===== config.mk =====
export PLATFORM = sky130hd
export DESIGN_NAME = lms_update_sequencer_flat
export DESIGN_NICKNAME = d
export VERILOG_FILES = /design/src/rtl/lms_update_sequencer_if.sv /design/src/rtl/lms_update_sequencer.sv /design/src/flat_wrapper.sv
export SDC_FILE = /design/constraint.sdc
export NUM_CORES = 1
export LEC_CHECK = 0
export CORE_MARGIN = 2
export CORE_UTILIZATION = 40
export DETAILED_ROUTE_END_ITERATION = 7
export GPL_TIMING_DRIVEN = 0
export PLACE_DENSITY = 0.66
export SYNTH_ARGS = -nofsm -noshare
export SYNTH_HDL_FRONTEND = slang
export SYNTH_SLANG_ARGS = --single-unit

===== constraint.sdc =====
create_clock -name clk -period 4.9 [get_ports clk]
set_input_delay 0.49 -clock clk [delete_from_list [all_inputs] [get_ports clk]]
set_output_delay 0.49 -clock clk [all_outputs]
set_load 0.05 [all_outputs]

===== src/rtl/lms_update_sequencer_if.sv =====
// Update-request bus between the LMS sequencer and the shared complex weight-update MAC.
interface lms_update_sequencer_if #(
   parameter int unsigned IDX_W = 2
) ();
   logic                    upd_valid;
   logic                    upd_ready;
   logic [IDX_W-1:0]        upd_idx;
   logic signed [17:0]      upd_eI;
   logic signed [17:0]      upd_eQ;
   logic                    upd_last;

   modport master (
      output upd_valid, upd_idx, upd_eI, upd_eQ, upd_last,
      input  upd_ready
   );

   modport slave (
      input  upd_valid, upd_idx, upd_eI, upd_eQ, upd_last,
      output upd_ready
   );
endinterface


===== src/rtl/lms_update_sequencer.sv =====
// Sequences LMS weight updates: one error sample fans out to NUM_ELEM indexed MAC requests,
// then iteration/convergence bookkeeping decides whether to wait for more errors or finish.
module lms_update_sequencer #(
   parameter int unsigned NUM_ELEM    = 4,
   parameter int unsigned IDX_W       = 2,
   parameter int unsigned MAX_ITER    = 1024,
   parameter int unsigned ITER_W      = 11,
   parameter int unsigned TRAIN_LEN   = 64,
   parameter int unsigned CONV_THRESH = 512,
   parameter int unsigned CONV_COUNT  = 16
) (
   input  logic                     clk,
   input  logic                     rst,
   input  logic                     start,
   input  logic                     abort,
   input  logic                     err_valid,
   input  logic signed [17:0]       econjI,
   input  logic signed [17:0]       econjQ,
   lms_update_sequencer_if.master   upd,
   output logic                     ref_sel,
   output logic                     busy,
   output logic [ITER_W-1:0]        iter_cnt,
   output logic                     converged,
   output logic                     overrun,
   output logic                     done
);

   localparam int unsigned DW    = 18;
   localparam int unsigned MAG_W = 19;
   localparam int unsigned RUN_W = $clog2(CONV_COUNT + 1);

   localparam logic [IDX_W-1:0]  LAST_IDX   = IDX_W'(NUM_ELEM - 1);
   localparam logic [ITER_W-1:0] ITER_LIMIT = ITER_W'(MAX_ITER);
   localparam logic [ITER_W-1:0] TRAIN_AT   = ITER_W'(TRAIN_LEN);
   localparam logic [RUN_W-1:0]  RUN_TARGET = RUN_W'(CONV_COUNT);
   localparam logic [MAG_W-1:0]  THRESH     = MAG_W'(CONV_THRESH);

   typedef enum logic [2:0] {
      S_IDLE     = 3'd0,
      S_WAIT_ERR = 3'd1,
      S_ISSUE    = 3'd2,
      S_CHECK    = 3'd3,
      S_DONE     = 3'd4
   } state_t;

   state_t                state_q, state_d;

   logic                  valid_q, valid_d;
   logic                  last_q, last_d;
   logic [IDX_W-1:0]      idx_q, idx_d;
   logic signed [DW-1:0]  ei_q, ei_d;
   logic signed [DW-1:0]  eq_q, eq_d;
   logic [MAG_W-1:0]      mag_q, mag_d;
   logic [RUN_W-1:0]      run_q, run_d;
   logic [ITER_W-1:0]     iter_q, iter_d;
   logic                  ref_q, ref_d;
   logic                  conv_q, conv_d;
   logic                  ovr_q, ovr_d;
   logic                  busy_q, busy_d;
   logic                  done_q, done_d;

   logic                  xfer;
   logic                  below;
   logic                  conv_hit;
   logic                  max_hit;
   logic [ITER_W-1:0]     iter_inc;
   logic [RUN_W-1:0]      run_inc;
   logic [MAG_W-1:0]      mag_in;

   // Magnitude of a two's-complement sample; -2^17 maps to 2^17 without saturating.
   function automatic logic [MAG_W-1:0] abs_ext(input logic [DW-1:0] v);
      logic [DW-1:0] m;
      m = v[DW-1] ? (~v + DW'(1)) : v;
      return MAG_W'(m);
   endfunction

   assign xfer     = valid_q && upd.upd_ready;
   assign mag_in   = abs_ext(econjI) + abs_ext(econjQ);
   assign below    = (mag_q < THRESH);
   assign iter_inc = iter_q + ITER_W'(1);
   assign run_inc  = run_q + RUN_W'(1);
   assign conv_hit = below && (run_inc == RUN_TARGET);
   assign max_hit  = (iter_inc == ITER_LIMIT);

   // State register.
   always_ff @(posedge clk) begin
      if (rst) state_q <= S_IDLE;
      else     state_q <= state_d;
   end

   // Next-state logic; abort returns to IDLE from anywhere.
   always_comb begin
      state_d = state_q;
      case (state_q)
         S_IDLE:     if (start) state_d = S_WAIT_ERR;
         S_WAIT_ERR: if (err_valid) state_d = S_ISSUE;
         S_ISSUE:    if (xfer && (idx_q == LAST_IDX)) state_d = S_CHECK;
         S_CHECK:    state_d = (conv_hit || max_hit) ? S_DONE : S_WAIT_ERR;
         S_DONE:     state_d = S_IDLE;
         default:    state_d = S_IDLE;
      endcase
      if (abort) state_d = S_IDLE;
   end

   // Next values of the datapath and output registers.
   always_comb begin
      idx_d  = idx_q;
      ei_d   = ei_q;
      eq_d   = eq_q;
      mag_d  = mag_q;
      run_d  = run_q;
      iter_d = iter_q;
      ref_d  = ref_q;
      conv_d = conv_q;
      ovr_d  = ovr_q;
      case (state_q)
         S_IDLE: begin
            if (start && !abort) begin
               iter_d = '0;
               run_d  = '0;
               conv_d = 1'b0;
               ovr_d  = 1'b0;
               ref_d  = 1'b0;
            end
         end
         S_WAIT_ERR: begin
            if (err_valid && !abort) begin
               ei_d  = econjI;
               eq_d  = econjQ;
               mag_d = mag_in;
               idx_d = '0;
            end
         end
         S_ISSUE: begin
            if (xfer && !abort && (idx_q != LAST_IDX)) idx_d = idx_q + IDX_W'(1);
         end
         S_CHECK: begin
            if (!abort) begin
               iter_d = iter_inc;
               run_d  = below ? run_inc : '0;
               if (iter_inc >= TRAIN_AT) ref_d = 1'b1;
               if (conv_hit) conv_d = 1'b1;
            end
         end
         default: ;
      endcase
      // Samples arriving while the MAC loop is occupied are dropped and flagged.
      if (err_valid && ((state_q == S_ISSUE) || (state_q == S_CHECK) || (state_q == S_DONE)))
         ovr_d = 1'b1;
      valid_d = (state_d == S_ISSUE);
      last_d  = valid_d && (idx_d == LAST_IDX);
      busy_d  = (state_d != S_IDLE);
      done_d  = (state_d == S_DONE);
   end

   // Datapath and output registers.
   always_ff @(posedge clk) begin
      if (rst) begin
         valid_q <= 1'b0;
         last_q  <= 1'b0;
         idx_q   <= '0;
         ei_q    <= '0;
         eq_q    <= '0;
         mag_q   <= '0;
         run_q   <= '0;
         iter_q  <= '0;
         ref_q   <= 1'b0;
         conv_q  <= 1'b0;
         ovr_q   <= 1'b0;
         busy_q  <= 1'b0;
         done_q  <= 1'b0;
      end else begin
         valid_q <= valid_d;
         last_q  <= last_d;
         idx_q   <= idx_d;
         ei_q    <= ei_d;
         eq_q    <= eq_d;
         mag_q   <= mag_d;
         run_q   <= run_d;
         iter_q  <= iter_d;
         ref_q   <= ref_d;
         conv_q  <= conv_d;
         ovr_q   <= ovr_d;
         busy_q  <= busy_d;
         done_q  <= done_d;
      end
   end

   assign upd.upd_valid = valid_q;
   assign upd.upd_idx   = idx_q;
   assign upd.upd_eI    = ei_q;
   assign upd.upd_eQ    = eq_q;
   assign upd.upd_last  = last_q;
   assign ref_sel       = ref_q;
   assign busy          = busy_q;
   assign iter_cnt      = iter_q;
   assign converged     = conv_q;
   assign overrun       = ovr_q;
   assign done          = done_q;

endmodule


===== src/flat_wrapper.sv =====
// flat-port wrapper written by rule: the top's interface ports become plain ports
module lms_update_sequencer_flat 
#(
   parameter int unsigned NUM_ELEM    = 4,
   parameter int unsigned IDX_W       = 2,
   parameter int unsigned MAX_ITER    = 1024,
   parameter int unsigned ITER_W      = 11,
   parameter int unsigned TRAIN_LEN   = 64,
   parameter int unsigned CONV_THRESH = 512,
   parameter int unsigned CONV_COUNT  = 16
)
  (clk, rst, start, abort, err_valid, econjI, econjQ, ref_sel, busy, iter_cnt, converged, overrun, done, upd_upd_valid, upd_upd_idx, upd_upd_eI, upd_upd_eQ, upd_upd_last, upd_upd_ready);
  lms_update_sequencer_if #(.IDX_W(IDX_W)) upd_i ();
  input  logic clk;
  input  logic rst;
  input  logic start;
  input  logic abort;
  input  logic err_valid;
  input  logic signed [17:0] econjI;
  input  logic signed [17:0] econjQ;
  output logic ref_sel;
  output logic busy;
  output logic [ITER_W-1:0] iter_cnt;
  output logic converged;
  output logic overrun;
  output logic done;
  output wire logic [$bits(upd_i.upd_valid)-1:0] upd_upd_valid;
  output wire logic [$bits(upd_i.upd_idx)-1:0] upd_upd_idx;
  output wire logic [$bits(upd_i.upd_eI)-1:0] upd_upd_eI;
  output wire logic [$bits(upd_i.upd_eQ)-1:0] upd_upd_eQ;
  output wire logic [$bits(upd_i.upd_last)-1:0] upd_upd_last;
  input wire logic [$bits(upd_i.upd_ready)-1:0] upd_upd_ready;
  assign upd_upd_valid = upd_i.upd_valid;
  assign upd_upd_idx = upd_i.upd_idx;
  assign upd_upd_eI = upd_i.upd_eI;
  assign upd_upd_eQ = upd_i.upd_eQ;
  assign upd_upd_last = upd_i.upd_last;
  assign upd_i.upd_ready = upd_upd_ready;
  lms_update_sequencer #(.NUM_ELEM(NUM_ELEM), .IDX_W(IDX_W), .MAX_ITER(MAX_ITER), .ITER_W(ITER_W), .TRAIN_LEN(TRAIN_LEN), .CONV_THRESH(CONV_THRESH), .CONV_COUNT(CONV_COUNT)) u_core (.clk(clk), .rst(rst), .start(start), .abort(abort), .err_valid(err_valid), .econjI(econjI), .econjQ(econjQ), .upd(upd_i), .ref_sel(ref_sel), .busy(busy), .iter_cnt(iter_cnt), .converged(converged), .overrun(overrun), .done(done));
endmodule

== Word level (Yosys, flattened, before mapping) ==
Index checks and enable logic that the tools add are counted.
Word-level totals
  bits in registers: 83
  input bits: 42
  logic and storage cells: 89
Operators by class
  $add $sub $neg: 6
  $lt $le $gt $ge: 2
  eq/ne operators: 15
  muxes and demuxes: 27
  bitwise gates (word level): 2
  reduce and logical (&&, ||, !) cells: 23
Operators with widths (number)
  $add 18x1->18 const B: 2
  $mux 18: 2
  $not 18->18: 2
  $mux 11: 2
  $pmux 11 s2: 1
  $add 18x18->19: 1
  $lt 19x10->1 const B: 1
  $mux 3: 5
  $mux 5: 3
  $pmux 3 s4: 1
  $add 11x1->11 const B: 1
  $eq 11x11->1 const B: 1
  $ge 11x7->1 const B: 1
  $pmux 5 s2: 1
  $eq 3x2->1 const B: 3
  $logic_and 1x1->1: 9
  $reduce_and 4->1: 2
  $mux 1: 7
  $eq 3x3->1 const B: 2
  $ne 2x1->1 const B: 3
  $reduce_bool 2->1: 3
  $add 5x1->5 const B: 1
  $eq 5x5->1 const B: 1
  $eq 2x2->1 const B: 2
  other kinds (12): 18

== Longest topological paths before layout ==
  word-level depth: 9
  gate-level depth with buffers: 15
  gate-level depth less buffers: 14

== Least setup slack after synthesis ==
OpenSTA, ideal clock, no wires.
  path type: input to register
  start: in econjQ[3]
  end: reg u_core.mag_q[17]
  library setup time: 0.122 ns
  arrival: 3.709 ns
  setup slack: 1.069 ns
  cell stages on the path: 14
  path through: or4_1 > or2_2 > or4_4 > o31ai_4 > nand2_1 > xor2_1 > ha_1 > clkbuf_1 > a21o_1 > a21o_1 > a21oi_1 > o21ai_0 > o21a_1 > a311o_1
On the way
  cells in the longest elaborated chain, start to end: 4
Ends and longest elaborated chain
  start: declaration: RTL line flat_wrapper.sv:20  | input logic signed [17:0] econjQ;
  $not 18->18: RTL line lms_update_sequencer.sv:73  | m = v[DW-1] ? (~v + DW'(1)) : v;
  $add 18x1->18: RTL line lms_update_sequencer.sv:73
  $mux 18 *: RTL line lms_update_sequencer.sv:73
  $add 18x18->19 *: RTL line lms_update_sequencer.sv:78  | assign mag_in = abs_ext(econjI) + abs_ext(econjQ);
  end signal: assignment: RTL line lms_update_sequencer.sv:178  | mag_q <= mag_d;
  end: declaration: RTL line lms_update_sequencer.sv:53  | logic [MAG_W-1:0] mag_q, mag_d;
Mark *: on every way between the ends. The rest lies on a longest branch, timed or not.
A chain may end at the register's enable or synchronous reset.

== Worst setup path in the final report ==
Same ends and word-level chain as after synthesis.

==> flow_summary.json <==
{
  "dp_hpwl_um": 9410,
  "drv_cap": 0,
  "finalWorstSetupSlack_ns": 0.5964,
  "rows": 38,
  "use_met3_pct": 4.363,
  "overflow": 0,
  "worstSetupPathType": "input port to flip-flop",
  "max_stage_delay_ns": 0.61,
  "clock_skew_ns": 0.007453,
  "seq_area_um2": 1481,
  "grt_pass1_vias": 4387,
  "p_leak_nw": 2.018,
  "post-place-ws_ns": 0.2582,
  "path_common_cell": "a21o_1",
  "synth_cell_types": 54,
  "grt_max_degree": 13,
  "viasPerCell": 5.457,
  "grt_pass1_wl_um": 20710,
  "cts-hold-fix-buffers": 0,
  "area_growth_pct": 30.93,
  "synth-async-reset-ratio_pct": 0,
  "post-synth-top-count-cell": "nand2_1",
  "htree_num_levels": 3,
  "synth_ff_type": "dfxtp_1",
  "switching_share_pct": 28.53,
  "p_switching_mw": 0.4299,
  "cpMaxStageDelayCell": "or4_1",
  "synth_edf_count": 0,
  "yosys-top-cells-area": "dfxtp_1 34%, nand2_1 9.9%, a21oi_1 7.5%",
  "reg2reg_slack_ns": 2.43,
  "synth_nets": 641,
  "finalCritPeriodShare_pct": 87.83,
  "route.detailed.drc": 0,
  "ys_seq_area_share_pct": 33.69,
  "rsz0062_at_grt": "false",
  "io_buffer_count": 95,
  "drt_pass1_iterations": 5,
  "multi_input_area_um2": 2780,
  "power_frac_comb_pct": 21.3,
  "busiest_layer": "met2",
  "post_cts_buffers": 0,
  "ir_drop_mv": 0.1724,
  "cts_root_buf": "clkbuf_8",
  "nFillCells": 1051,
  "relSlewSlack_pct": 57.78,
  "dieHeight_um": 108.8,
  "yosys-top-cells-count": "116 x nand2_1, 74 x dfxtp_1, 66 x a21oi_1",
  "drive_above_1_share_pct": 4.076,
  "crit_fanout": 9,
  "tightestPinTransition_ns": 0.6251,
  "antenna_cells": 0,
  "worstPathArrival_ns": 4.55,
  "final_hold_viol_count": 0,
  "start_kind": "input port",
  "dieArea_um2": 11850,
  "drv_slew": 0,
  "crit_required_ns": 5.15,
  "finalSetupViolCount": 0,
  "synth_top_area_share_pct": 33.69,
  "drtIter0Drc": 192,
  "power_mw": 1.507,
  "initial_core_util_pct": 40.74,
  "vias": 4513,
  "yosys_warnings": 0,
  "worstPathCellList": "clkdlybuf4s50_1 > or4_1 > or2_2 > or4_4 > o31ai_4 > nand2_1 > xor2_1 > ha_1 > clkbuf_1 > a21o_1 > a21o_1 > a21oi_1 > o21ai_0 > o21a_1 > a311o_1",
  "netlist_area_um2": 4397,
  "cts_tree": "done",
  "status": "completed",
  "place_congestion": 0.8823,
  "seq_power_share_pct": 40.6,
  "netlist.top_cell.by_area": "dfxtp_1",
  "grt_usage_pct": 21.90,
  "pwr_density_cell_nw_per_um2": 261.8,
  "nets": 747,
  "clock_path_buffers": 2,
  "postSynthCellCount": 576,
  "clk_latency_ns": 0.36,
  "cts_buffers": 9,
  "met1_usage_pct": 29.26,
  "syn_area_per_cell_um2": 7.633,
  "io_pins": 98,
  "crit_path_end_kind": "flip-flop",
  "antenna_found_initial": 0,
  "fmax_mhz": 232.4,
  "cts-resized-gates": 0,
  "cp_num_buf_inv": 2,
  "gr-usage-met2_pct": 35.00,
  "hold_class": "flip-flop to flip-flop",
  "path_delay_family": "simple AND/OR/NAND/NOR gates",
  "cts_sinks": 74,
  "core_um2": 10790,
  "p_clk_share_pct": 38.1,
  "wl_um": 12340,
  "period_needed_ns": 4.304,
  "drtAntennaViolNets": 0,
  "final.setup.tns_ns": 0,
  "internal-power_mw": 1.077,
  "post_drt_wl_per_cell_um": 14.92,
  "clk_pin_slew_ns": 0.08,
  "dieWidth_um": 108.8,
  "synth_seq_cells": 74
}
-- worst paths after layout --
check | to | depth (start not counted) | startpoint
max | u_core.mag_q[17] | 15 | econjQ[3]
max reg2reg | u_core.done | 6 | u_core.iter_cnt[0]
min reg2reg | u_core.upd.upd_eQ[5] | 2 | u_core.upd.upd_eQ[5]
min | u_core.upd.upd_eQ[5] | 2 | u_core.upd.upd_eQ[5]
-- power by group through the flow --
| stage | sequential, mW | clock (mW) | combinational [mW] |
|---|---|---|---|
| after floorplan | 0.642 | 0 | 0.192 |
| after global placement | 0.626 | 0 | 0.309 |
| after detailed placement | 0.626 | 0 | 0.316 |
| after CTS | 0.612 | 0.586 | 0.318 |
| after global routing | 0.613 | 0.614 | 0.354 |
| final | 0.612 | 0.574 | 0.321 |
-- sequential cells by signal, indices dropped and copies added (netlist names) --
name / flops
u_core.upd.upd_eQ: 18
u_core.upd.upd_idx: 2
u_core.upd.upd_last: 1
u_core.overrun: 1
u_core.run_q: 5
u_core.mag_q: 10
u_core.converged: 1
u_core.done: 1
u_core.state_q: 3
u_core.ref_sel: 1
u_core.busy: 1
u_core.iter_cnt: 11
u_core.upd.upd_valid: 1
u_core.upd.upd_eI: 18
-- through the flow --
step | cell area, um^2 | hold WS (ns) | util [%] | instances
6_report | 5757 | 0.4594 | 53.34 | 827
5_1_grt | 5757 | 0.4761 | 53.34 | 827
4_1_cts | 5757 | 0.4627 | 53.34 | 827
3_5_place_dp | 5523 | 0.4493 | 51.17 | 811
3_3_place_gp | 5523 | 0.4427 | 51.17 | 811
2_1_floorplan | 4397 | 0.4202 | - | 576
-- metal layers --
metal / vias to the layer above / wire length, um / part of all wire [%]
met4: 0 / 206 / 1.7
met2: 118 / 5548 / 45
li1: 2276 / - / -
met1: 2103 / 5879 / 48
met3: 16 / 702 / 5.7
met5: - / 0 / 0
-- cell families after synthesis --
logic type	Yosys count	synth area share, %
AND/OR/NAND/NOR	252	27.03
AO/OA/AOI/OAI	154	22.20
flip-flops	74	33.69
buffers and inverters	36	3.073
XOR/XNOR	34	6.773
adder cells (fa/ha/maj)	23	6.545
multiplexers	3	0.6830
-- worst register-to-register path, stage by stage (launching register included) --
cell and delay [ns]:
dfxtp_1 0.46, ha_1 0.27, nand3_1 0.17, nor4_1 0.53, xnor2_1 0.15, or3b_2 0.50, a211oi_1 0.29
-- area by class of cell --
class / instances / area share [%]
buffer: 27 / 1.760
inverter: 9 / 0.5868
clock inverter: 5 / 1.782
clock buffer: 11 / 2.282
tap: 140 / 3.043
timing repair buffer: 95 / 16.52
sequential: 74 / 25.73
multi-input combinational: 466 / 48.29
-- cells in the final DEF, fill, tap and decap left out, types with 4 or more instances in the layout --
master           instances
and3_1                   6
clkbuf_8                 9
a211oi_1                 8
o31ai_1                  5
a21oi_1                 66
nand4_1                  6
xnor2_1                 29
dfxtp_1                 74
o21ai_0                 28
clkbuf_1                24
buf_1                    5
clkdlybuf4s50_1         95
or3_1                   13
ha_1                    23
a31o_2                   5
nor2_1                  41
nor4_1                   7
nand2b_1                 7
o21a_1                   6
inv_1                    8
a21o_1                   6
a22oi_1                  4
xor2_1                   5
nand2_1                116
nor3_1                  13
nand3_1                 17
or4_1                    6
o41ai_1                  6
(Power assumes the default switching activity.)
==> edit 1, RTL diff (same settings) <==
`MAG_W`: 19 -> 23.
--- a/src/rtl/lms_update_sequencer.sv
+++ b/src/rtl/lms_update_sequencer.sv
@@ -28,3 +28,3 @@
    localparam int unsigned DW    = 18;
-   localparam int unsigned MAG_W = 19;
+   localparam int unsigned MAG_W = 23;
    localparam int unsigned RUN_W = $clog2(CONV_COUNT + 1);
Behaviour: no difference found for any inputs over 10 cycles, from zero or initial values and one cycle with rst high; that may be too few to reach the edited logic, so the function may still have changed.
==> edit 1 against the unedited design <==
- largest cell class unchanged
- register-to-register slack got worse by 0.02 ns
- routed wire length grew 4.1%
- critical path depth shrank 1
- total power is 2.7% lower
- sequential cell count stayed put
- design area is 0.54% lower
- critical path type unchanged
- combinational power up 4%
- largest power group unchanged
- synthesized area is essentially flat
- setup slack improved by 0.19 ns
==> edit 1: results <==
# TYPE chip_impl_metric gauge
chip_impl_info{name="run_status",value="complete, no violations"} 1
chip_impl_metric{name="syn_area_per_cell",unit="sq um"} 7.743
chip_impl_metric{name="fin_util",unit="%"} 53.05
chip_impl_metric{name="placement.cell_area",unit="sq um"} 5514
chip_impl_metric{name="total_global_route_track_usage",unit="%"} 22.59
chip_impl_metric{name="synth_fa_ha_area_share",unit="%"} 6.543
chip_impl_metric{name="postSynthNetCount",unit=""} 633
chip_impl_metric{name="dp_hpwl",unit="um"} 10020
chip_impl_metric{name="rrSetupSlack",unit="ns"} 2.41
chip_impl_metric{name="drtPass1Iterations",unit=""} 4
chip_impl_metric{name="post_synth_mux_area_share",unit="%"} 0.9104
chip_impl_metric{name="gpl.final_weighted_congestion",unit=""} 0.8908
chip_impl_info{name="worstReg2RegEnd",value="u_core.upd.upd_last"} 1
chip_impl_metric{name="port_buffers",unit=""} 94
chip_impl_metric{name="share_comb_of_total_power",unit="%"} 22.8
chip_impl_metric{name="finish.net_count",unit=""} 738
chip_impl_metric{name="static-leakage-power",unit="nW"} 2.013
chip_impl_metric{name="ff2ff_path_depth",unit=""} 7
chip_impl_metric{name="timing.critical_path.slowest_cell_delay",unit="ns"} 0.59
chip_impl_metric{name="place.detailed.instances",unit=""} 802
chip_impl_metric{name="place_ws",unit="ns"} 0.4637
chip_impl_metric{name="critical_path_data_arrival_time",unit="ns"} 4.34
chip_impl_metric{name="p_sw",unit="mW"} 0.4662
chip_impl_metric{name="netlist-cell-type-count",unit=""} 52
chip_impl_metric{name="viasPerCell",unit=""} 5.483
chip_impl_metric{name="max_slew.worst_pin.slew",unit="ns"} 0.7269
chip_impl_metric{name="achievable-frequency",unit="MHz"} 243.0
chip_impl_metric{name="highest_net_fanout_along_the_worst_path",unit=""} 6
chip_impl_metric{name="synth_compound_gate_area_share",unit="%"} 21.14
chip_impl_info{name="hold_path.startpoint",value="u_core.upd.upd_eQ[6]"} 1
## edit 1: changes by cell type in the layout (fill, tap and decap cells not counted), sizes merged, moves of 4 or more
cell / unedited run / this run
nor2: 41 / 35
or3: 14 / 10
nand2: 116 / 109
clkbuf: 33 / 38
nand3: 17 / 12
xor2: 5 / 9
o31ai: 7 / 12
a21oi: 66 / 59
## edit 1: logic make-up (layout without fill, tap and decap cells)
logic type	count (synthesis)	after routing
flops	74	74
xor+xnor	40	40
buf+inv	39	149
mux	4	4
fa+ha+maj	23	23
simple gates	238	238
compound gates	150	150
## edit 1: tightest hold or removal path, stage by stage, from the launching register on
cell and delay [ns]:
sky130_fd_sc_hd__dfxtp_1 0.31, sky130_fd_sc_hd__nand2_1 0.05, sky130_fd_sc_hd__a21oi_1 0.05
## edit 1: final cells by class
class	count	area share, %
inverters	9	0.5900
well taps	140	3.059
clock buffers	10	2.404
plain buffers	30	1.967
flip-flops and latches	74	25.87
repair buffers	94	16.43
clock inverters	6	1.289
multi-input cells	455	48.38
## edit 1: layer usage
layer,track usage (%),vias to the layer above,wire length (um)
met1,29.99,2089,6011
met3,5.140,15,830
met4,7.326,0,161
met2,36.34,128,5844
met5,0,-,0
li1,-,2253,-
## edit 1: worst min-delay path by stage
stage                                 to  slack [ns]  cells past startpoint
floorplan                u_core.run_q[4]        0.45                      2
global placement    u_core.upd.upd_eQ[7]        0.44                      2
detailed placement  u_core.upd.upd_eQ[6]        0.45                      2
CTS                 u_core.upd.upd_eQ[6]        0.46                      2
global route        u_core.upd.upd_eI[0]        0.48                      2
finish              u_core.upd.upd_eQ[6]        0.46                      2
==> edit 2, RTL diff (config.mk and constraints unchanged) <==
Without the edit above. Reset style: asynchronous (`rst`), changed in 2 clocked blocks.
--- a/src/rtl/lms_update_sequencer.sv
+++ b/src/rtl/lms_update_sequencer.sv
@@ -85,3 +85,3 @@
    // State register.
-   always_ff @(posedge clk) begin
+   always_ff @(posedge clk or posedge rst) begin
       if (rst) state_q <= S_IDLE;
@@ -156,3 +156,3 @@
    // Datapath and output registers.
-   always_ff @(posedge clk) begin
+   always_ff @(posedge clk or posedge rst) begin
       if (rst) begin
Function: differs if rst is asserted again (counterexample within 4 cycles, from zero or initial values and one cycle with rst high); with rst held inactive, the same outputs for 10 cycles.
==> edit 2 against the unedited design <==
- clock skew is 0.0036 ns higher
- die area hardly changed
- setup slack better by 0.28 ns
- final cell count is 15% lower
- sequential cell count stayed put
- synthesized area hardly changed
- routed wire length is 12% lower
- sequential share of layout area is 6.5 points higher
- critical endpoint is now u_core.mag_q[18]
- register-to-register slack better by 0.25 ns
- design area is 0.11% lower
Power is not compared: it rests on default switching activity, and its combinational part moved more than twofold at a synthesized area within 25%.
==> edit 2: results <==
# TYPE chip_impl_metric gauge
chip_impl_metric{name="gpl.final_weighted_congestion",unit=""} 0.8744
chip_impl_metric{name="postSynthNetCount",unit=""} 514
chip_impl_metric{name="total_global_route_track_usage",unit="%"} 19.74
chip_impl_metric{name="global_route_wire_length_before_repair",unit="um"} 18080
chip_impl_metric{name="critical_path_data_arrival_time",unit="ns"} 4.28
chip_impl_info{name="crit_path_top_delay_cell",value="sky130_fd_sc_hd__or4_4"} 1
chip_impl_info{name="top_post_synthesis_cells_by_area",value="sky130_fd_sc_hd__dfrtp_1 42%, sky130_fd_sc_hd__mux2_2 8.7%, sky130_fd_sc_hd__xnor2_1 6.8%, sky130_fd_sc_hd__ha_1 6.6%, sky130_fd_sc_hd__o21ai_0 5.8%"} 1
chip_impl_metric{name="clkCellAreaFrac",unit="%"} 3.503
chip_impl_metric{name="netlist-cell-type-count",unit=""} 50
chip_impl_metric{name="place_ws",unit="ns"} 0.5008
chip_impl_info{name="synth_commonest_cells",value="74 x sky130_fd_sc_hd__dfrtp_1, 51 x sky130_fd_sc_hd__nand2_1, 51 x sky130_fd_sc_hd__o21ai_0"} 1
chip_impl_info{name="run_status",value="complete, no violations"} 1
chip_impl_metric{name="num-multi-input-gates",unit=""} 348
chip_impl_metric{name="met2RoutedLength",unit="um"} 5325
chip_impl_metric{name="max_slew.worst_pin.slew",unit="ns"} 0.9813
chip_impl_metric{name="global_route.usage.met1",unit="%"} 25.73
chip_impl_metric{name="drt_met1_wl",unit="um"} 4952
chip_impl_metric{name="highest_net_fanout_along_the_worst_path",unit=""} 6
chip_impl_metric{name="rrSetupSlack",unit="ns"} 2.68
chip_impl_metric{name="fraction_of_area_in_multi_input_gates",unit="%"} 42.43
chip_impl_info{name="worst_r2r_startpoint",value="u_core.state_q[2]"} 1
chip_impl_metric{name="grt_start_max_net_pins",unit=""} 50
chip_impl_info{name="worstReg2RegEnd",value="u_core.iter_cnt[7]"} 1
chip_impl_metric{name="routedWlPerCell",unit="um"} 15.49
chip_impl_metric{name="met3RoutedLength",unit="um"} 440
chip_impl_metric{name="buf_share",unit="%"} 18.12
chip_impl_metric{name="finish.net_count",unit=""} 621
chip_impl_metric{name="buffers",unit=""} 113
chip_impl_metric{name="grt_use_met3",unit="%"} 4.483
chip_impl_metric{name="drtPass1Iterations",unit=""} 4
chip_impl_metric{name="async_reset_ff_share",unit="%"} 100.0
chip_impl_metric{name="grt_util_met2",unit="%"} 32.41
chip_impl_metric{name="timing.critical_path.slowest_cell_delay",unit="ns"} 0.54
chip_impl_metric{name="clock_skew",unit="ns"} 0.01107
chip_impl_metric{name="inverters",unit=""} 10
==> edit 2: cell types whose count changed after synthesis, sizes merged, moves of 6 or more <==
| cell | delta |
|---|---|
| o21ai | +24 |
| a21oi | -52 |
| mux2 | +34 |
| dfxtp | -74 |
| nor3 | -7 |
| a211oi | -7 |
| or3 | -6 |
| nand2 | -65 |
| nor2 | -23 |
| dfrtp | +74 |
==> edit 2: stage by stage <==
stage,util [%],hold slack (ns),cell area [sq um]
after floorplan,-,0.4414,4393
after global placement,51.14,0.4591,5519
after detailed placement,51.41,0.4614,5549
after CTS,53.28,0.4465,5751
after global routing,53.28,0.4670,5751
final,53.28,0.4412,5751
==> edit 2: how the worst max path moves through the flow <==
stage	start	end	slack [ns]	cells after the start
global route	econjI[3]	u_core.mag_q[18]	0.55	13
floorplan	econjQ[6]	u_core.mag_q[18]	1.26	12
detailed placement	econjQ[3]	u_core.mag_q[18]	0.50	13
global placement	econjQ[3]	u_core.mag_q[18]	0.57	13
finish	econjQ[3]	u_core.mag_q[18]	0.87	13
CTS	econjQ[3]	u_core.mag_q[18]	0.89	13
==> edit 2: worst reg2reg max path, delay by kind of cell (launching register included) <==
family | cells | cell delay (ns)
buffers and inverters | 2 | 0.44
AOI/OAI and AO/OA | 2 | 0.32
DFF | 1 | 0.46
and+or+nand+nor | 3 | 0.88
==> edit 2: cell families (layout without fill, tap and decap cells) <==
group | Yosys count | in the layout | synth area share [%]
muxes | 38 | 38 | 9.627
buffers and inverters | 27 | 139 | 2.307
and+or+nand+nor | 140 | 140 | 16.23
adders and majority gates | 23 | 23 | 6.551
DFF | 74 | 74 | 42.15
AOI/OAI and AO/OA | 104 | 104 | 14.55
xor gates and xnor gates | 43 | 43 | 8.573
